<file path="src/rtl/uart_tx.sv">
// UART transmitter: byte FIFO fed by single-cycle strobes, 8N1 serializer, LSB first.
// Optional even-parity bit between data and stop when UART_TX_PARITY_EN is defined.
module uart_tx #(
    parameter int CLKS_PER_BIT = 868,
    parameter int FIFO_DEPTH   = 16
) (
    input  logic       clk,
    input  logic       rst,
    input  logic [7:0] i_data,
    input  logic       i_data_en,
    output logic       o_tx,
    output logic       o_busy,
    output logic       o_fifo_full,
    output logic       o_overflow
);

    localparam int PTR_W  = $clog2(FIFO_DEPTH);
    localparam int CNT_W  = PTR_W + 1;
    localparam int BAUD_W = $clog2(CLKS_PER_BIT);

    localparam logic [BAUD_W-1:0] BAUD_LOAD = BAUD_W'(CLKS_PER_BIT - 1);
    localparam logic [CNT_W-1:0]  CNT_FULL  = CNT_W'(FIFO_DEPTH);

`ifdef UART_TX_PARITY_EN
    typedef enum logic [2:0] {IDLE, START, DATA, PARITY, STOP} state_t;
`else
    typedef enum logic [2:0] {IDLE, START, DATA, STOP} state_t;
`endif

    logic [7:0]        fifo_mem [FIFO_DEPTH];
    logic [PTR_W-1:0]  wr_ptr_q, wr_ptr_d;
    logic [PTR_W-1:0]  rd_ptr_q, rd_ptr_d;
    logic [CNT_W-1:0]  count_q, count_d;
    logic [7:0]        fifo_rd_data;
    logic              fifo_empty;
    logic              push;
    logic              pop;

    state_t            state_q, state_d;
    logic [BAUD_W-1:0] baud_q, baud_d;
    logic [2:0]        bit_idx_q, bit_idx_d;
    logic [7:0]        shift_q, shift_d;
    logic              baud_done;

    logic              tx_q, tx_d;
    logic              busy_q, busy_d;
    logic              full_q, full_d;
    logic              ovf_q, ovf_d;

`ifdef UART_TX_PARITY_EN
    logic              parity_q, parity_d;
`endif

    assign fifo_rd_data = fifo_mem[rd_ptr_q];
    assign fifo_empty   = (count_q == '0);
    assign baud_done    = (baud_q == '0);

    // FIFO bookkeeping; a push into a full FIFO is still taken when the FSM pops that cycle.
    always_comb begin
        push     = i_data_en && ((count_q != CNT_FULL) || pop);
        ovf_d    = i_data_en && !push;
        wr_ptr_d = push ? wr_ptr_q + 1'b1 : wr_ptr_q;
        rd_ptr_d = pop  ? rd_ptr_q + 1'b1 : rd_ptr_q;
        count_d  = count_q + CNT_W'(push) - CNT_W'(pop);
    end

    always_ff @(posedge clk) begin
        if (push) begin
            fifo_mem[wr_ptr_q] <= i_data;
        end
    end

    always_comb begin
        state_d   = state_q;
        baud_d    = baud_q;
        bit_idx_d = bit_idx_q;
        shift_d   = shift_q;
        pop       = 1'b0;
`ifdef UART_TX_PARITY_EN
        parity_d  = parity_q;
`endif
        case (state_q)
            IDLE: begin
                if (!fifo_empty) begin
                    pop     = 1'b1;
                    shift_d = fifo_rd_data;
                    baud_d  = BAUD_LOAD;
                    state_d = START;
`ifdef UART_TX_PARITY_EN
                    parity_d = ^fifo_rd_data;
`endif
                end
            end
            START: begin
                if (baud_done) begin
                    baud_d    = BAUD_LOAD;
                    bit_idx_d = 3'd0;
                    state_d   = DATA;
                end else begin
                    baud_d = baud_q - 1'b1;
                end
            end
            DATA: begin
                if (baud_done) begin
                    baud_d = BAUD_LOAD;
                    if (bit_idx_q == 3'd7) begin
`ifdef UART_TX_PARITY_EN
                        state_d = PARITY;
`else
                        state_d = STOP;
`endif
                    end else begin
                        shift_d   = {1'b0, shift_q[7:1]};
                        bit_idx_d = bit_idx_q + 3'd1;
                    end
                end else begin
                    baud_d = baud_q - 1'b1;
                end
            end
`ifdef UART_TX_PARITY_EN
            PARITY: begin
                if (baud_done) begin
                    baud_d  = BAUD_LOAD;
                    state_d = STOP;
                end else begin
                    baud_d = baud_q - 1'b1;
                end
            end
`endif
            STOP: begin
                if (baud_done) begin
                    // Chain straight into the next frame so queued bytes go out with no idle gap.
                    if (!fifo_empty) begin
                        pop     = 1'b1;
                        shift_d = fifo_rd_data;
                        baud_d  = BAUD_LOAD;
                        state_d = START;
`ifdef UART_TX_PARITY_EN
                        parity_d = ^fifo_rd_data;
`endif
                    end else begin
                        state_d = IDLE;
                    end
                end else begin
                    baud_d = baud_q - 1'b1;
                end
            end
            default: begin
                state_d = IDLE;
            end
        endcase
    end

    // Outputs are decoded from next-state values so the registered pins track the FSM without lag.
    always_comb begin
        tx_d = 1'b1;
        case (state_d)
            START:   tx_d = 1'b0;
            DATA:    tx_d = shift_d[0];
`ifdef UART_TX_PARITY_EN
            PARITY:  tx_d = parity_d;
`endif
            default: tx_d = 1'b1;
        endcase
        busy_d = (state_d != IDLE) || (count_d != '0);
        full_d = (count_d == CNT_FULL);
    end

    always_ff @(posedge clk or negedge rst) begin
        if (!rst) begin
            wr_ptr_q  <= '0;
            rd_ptr_q  <= '0;
            count_q   <= '0;
            state_q   <= IDLE;
            baud_q    <= '0;
            bit_idx_q <= '0;
            shift_q   <= '0;
            tx_q      <= 1'b1;
            busy_q    <= 1'b0;
            full_q    <= 1'b0;
            ovf_q     <= 1'b0;
`ifdef UART_TX_PARITY_EN
            parity_q  <= 1'b0;
`endif
        end else begin
            wr_ptr_q  <= wr_ptr_d;
            rd_ptr_q  <= rd_ptr_d;
            count_q   <= count_d;
            state_q   <= state_d;
            baud_q    <= baud_d;
            bit_idx_q <= bit_idx_d;
            shift_q   <= shift_d;
            tx_q      <= tx_d;
            busy_q    <= busy_d;
            full_q    <= full_d;
            ovf_q     <= ovf_d;
`ifdef UART_TX_PARITY_EN
            parity_q  <= parity_d;
`endif
        end
    end

    assign o_tx        = tx_q;
    assign o_busy      = busy_q;
    assign o_fifo_full = full_q;
    assign o_overflow  = ovf_q;

endmodule
</file>
<file path="config.mk">
export PLATFORM = sky130hd
export DESIGN_NAME = uart_tx
export DESIGN_NICKNAME = d
export VERILOG_FILES = /design/src/rtl/uart_tx.sv
export SDC_FILE = /design/constraint.sdc
export NUM_CORES = 1
export LEC_CHECK = 0
export CAP_MARGIN = 0
export CORE_ASPECT_RATIO = 0.7
export CORE_UTILIZATION = 55
export CTS_BUF_LIST = sky130_fd_sc_hd__clkbuf_8 sky130_fd_sc_hd__clkbuf_16
export DETAILED_ROUTE_END_ITERATION = 6
export MAX_ROUTING_LAYER = met4
export PLACE_DENSITY_LB_ADDON = 0.15
export SKIP_CTS_REPAIR_TIMING = 1
export SLEW_MARGIN = 20
export SYNTH_ARGS = -nofsm -noshare
export SYNTH_HDL_FRONTEND = slang
export SYNTH_SLANG_ARGS = --single-unit
</file>
<file path="constraint.sdc">
create_clock -name clk -period 3.6 [get_ports clk]
set_input_delay 0.72 -clock clk [delete_from_list [all_inputs] [get_ports clk]]
set_output_delay 0.72 -clock clk [all_outputs]
set_load 0.01 [all_outputs]
</file>
==> flow_metrics.env <==
export IMPL_post_dp_hpwl_mm=9.47
export IMPL_grt_overflow_total=0
export IMPL_synth_nets=471
export IMPL_drt_iter0_markers=339
export IMPL_fmax_ghz=0.309
export IMPL_path_class="register to register"
export IMPL_yosysSeqAreaShare=0.673
export IMPL_gp_congestion=0.885
export IMPL_endpoint="o_fifo_full"
export IMPL_rows=34
export IMPL_mappedNetlistArea_um2=7240
export IMPL_antenna_found_initial=0
export IMPL_clockRootBuffer="clkbuf_16"
export IMPL_fp_dieH_um=98.0
export IMPL_grtUsageTotal=0.234
export IMPL_die_area_um2=13600
export IMPL_rrSetupSlack_ns=0.36
export IMPL_grt_pass1_wl_mm=22.4
export IMPL_fin_nets=501
export IMPL_rsz0062_at_grt="no"
export IMPL_ant_nets=0
export IMPL_max_slew_worst_pin_slew_ns=0.947
export IMPL_routedWlPerCell_um=21.5
export IMPL_maxSlewHeadroom=0.369
export IMPL_cts_tree="yes"
export IMPL_finalHoldViolCount=0
export IMPL_status="finished, final reports clean"
export IMPL_num_antenna_cells=0
export IMPL_cts_made_buffers=17
export IMPL_via_per_inst=6.15
export IMPL_p_per_area_nw_per_um2=745
export IMPL_whs_ns=0.453
export IMPL_fin_setup_tns_ns=0
export IMPL_crit_start="baud_q[1]"
export IMPL_syn_to_final_growth_pct=13.2
export IMPL_yosys_area_top_type="edfxtp_1"
export IMPL_final_cell_mix="128 x edfxtp_1, 39 x dfrtp_1, 31 x nor2_1"
export IMPL_syn_inst=445
export IMPL_synth_top_area_share=0.531
export IMPL_ys_types=53
export IMPL_cp_max_fo=4
export IMPL_die_width_um=139
export IMPL_io_pins=15
export IMPL_maxCapViolations=0
export IMPL_ys_warnings_count=0
export IMPL_finalWirelength_mm=14.0
export IMPL_finClkSkew_ns=0.0102
export IMPL_r2r_start="baud_q[1]"
export IMPL_synth_ff_type="edfxtp_1"
export IMPL_dp_cells=618
export IMPL_io_buffers=14
export IMPL_fin_ws_ns=0.360
export IMPL_drc_errors=0
export IMPL_final_common_cell="edfxtp_1"
export IMPL_ys_ff_latch=169
export IMPL_yosys_top_cells_area="edfxtp_1 53%, dfrtp_1 14%, mux4_2 8.1%"
export IMPL_avgSynthCellArea_um2=16.3
export IMPL_start_util=0.573
export IMPL_reg2reg_to="o_fifo_full"
export IMPL_firstDrtPassIters=5
export IMPL_period_share=0.900
export IMPL_clock_sinks=169
export IMPL_cts_reportedPaths_clkPinSlew_ns=0.06
export IMPL_cts_max_level=4
export IMPL_insertion_delay_ns=0.42
export IMPL_synth_edf_count=128
export IMPL_p_leak_nw=2.94
export IMPL_post_route_cells_drive_above_1_share=0.182
export IMPL_critPathLaunchType="register"
export IMPL_worst_r2r_path_depth=15
export IMPL_layout_min_cycle_time_ns=3.24
export IMPL_coreArea_um2=12600
export IMPL_peakVddDrop_mv=0.455
export IMPL_grt_pass1_vias=3990
export IMPL_hold_class="input pin to asynchronous set/reset pin"
export IMPL_dpl_worst_slack_ns=0.372
export IMPL_synthArstFlopShare=0.243
export IMPL_crit_path_end_kind="register"
export IMPL_clk_path_buf_depth=2
export IMPL_dr_total_vias=3997
export IMPL_finalPower_mw=6.10
export IMPL_worst_endpoint_required_ns=3.91
export IMPL_final_instance_count_excl_fill=650
export IMPL_grt_max_degree=42
export IMPL_setup_violations=0
export IMPL_slew_violations=0
export IMPL_cp_arrival_ns=3.55
-- synthesized netlist by cell type, types with 6 or more instances --
library cell and number:
mux4_2 26, xnor2_1 6, nor2b_1 8, nand2_1 18, inv_1 15, o21ai_0 15
ha_1 14, buf_2 9, dfrtp_1 40, mux2i_1 8, nand3_1 10, and3_1 9
nor2_1 31, nor4_1 6, mux4_1 8, a221o_1 6, a211oi_1 11, clkbuf_1 8
a21oi_1 11, edfxtp_1 128
-- critical path: stages, from the launching register on --
cell     delay (ns)
dfrtp_1        0.40
inv_1          0.12
ha_1           0.16
nor3b_2        0.19
a41oi_1        0.23
or2_2          0.34
nor2_1         0.23
o21ai_0        0.14
ha_1           0.22
fa_1           0.40
a21oi_1        0.16
nor2_1         0.05
nor2_1         0.11
xnor2_1        0.16
inv_1          0.07
and2_1         0.14
-- report_power, final --
part           switching [mW]  internal [mW]
registers               0.285           2.41
clock network           0.738           1.02
logic                   0.828          0.819
-- layout make-up --
type / instances / area, um^2
Inverter: 15 / 56.3
Clock buffer: 17 / 425
Tap cell: 162 / 203
Clock inverter: 15 / 151
Sequential cell: 169 / 4870
Multi-Input combinational cell: 240 / 2200
Timing Repair Buffer: 32 / 283
Fill cell: 853 / 4440
-- stage by stage --
step                       util  area, um^2
final                     0.648        8190
after global routing      0.648        8190
after CTS                 0.648        8190
after detailed placement  0.603        7610
after global placement    0.603        7610
after floorplan               -        7240
-- cell families after synthesis --
family                     synth area share
muxes                                 0.124
AOI/OAI and AO/OA                    0.0593
other                              0.000518
buffers and inverters                0.0244
adders and majority gates            0.0270
xor gates and xnor gates             0.0133
and+or+nand+nor                      0.0782
DFF                                   0.673
-- how the worst min path moves through the flow --
stage | slack (ns) | to | cells past startpoint | start
after floorplan | 0.42 | baud_q[0] | 0 | rst
after global placement | 0.50 | bit_idx_q[1] | 1 | bit_idx_q[1]
after detailed placement | 0.50 | shift_q[1] | 1 | shift_q[2]
after CTS | 0.47 | bit_idx_q[1] | 1 | rst
after global routing | 0.53 | state_q[0] | 1 | rst
final | 0.45 | state_q[0] | 1 | rst
-- state kept, by name, summed over array words and instances, names as in the netlist --
| signal | cells |
|---|---|
| fifo_mem | 128 |
| baud_q | 10 |
| shift_q | 8 |
| count_q | 5 |
| rd_ptr_q | 4 |
| wr_ptr_q | 4 |
| bit_idx_q | 3 |
| state_q | 3 |
| o_busy | 1 |
| o_fifo_full | 1 |
| o_overflow | 1 |
| o_tx | 1 |
-- layer usage --
metal	track usage	share of wire	wire length [um]
met5	-	0	0
met4	0.0726	0.0095	133
met3	0.0554	0.065	911
met2	0.315	0.44	6120
met1	0.353	0.49	6800
No activity file was read; power rests on OpenSTA's default activity.
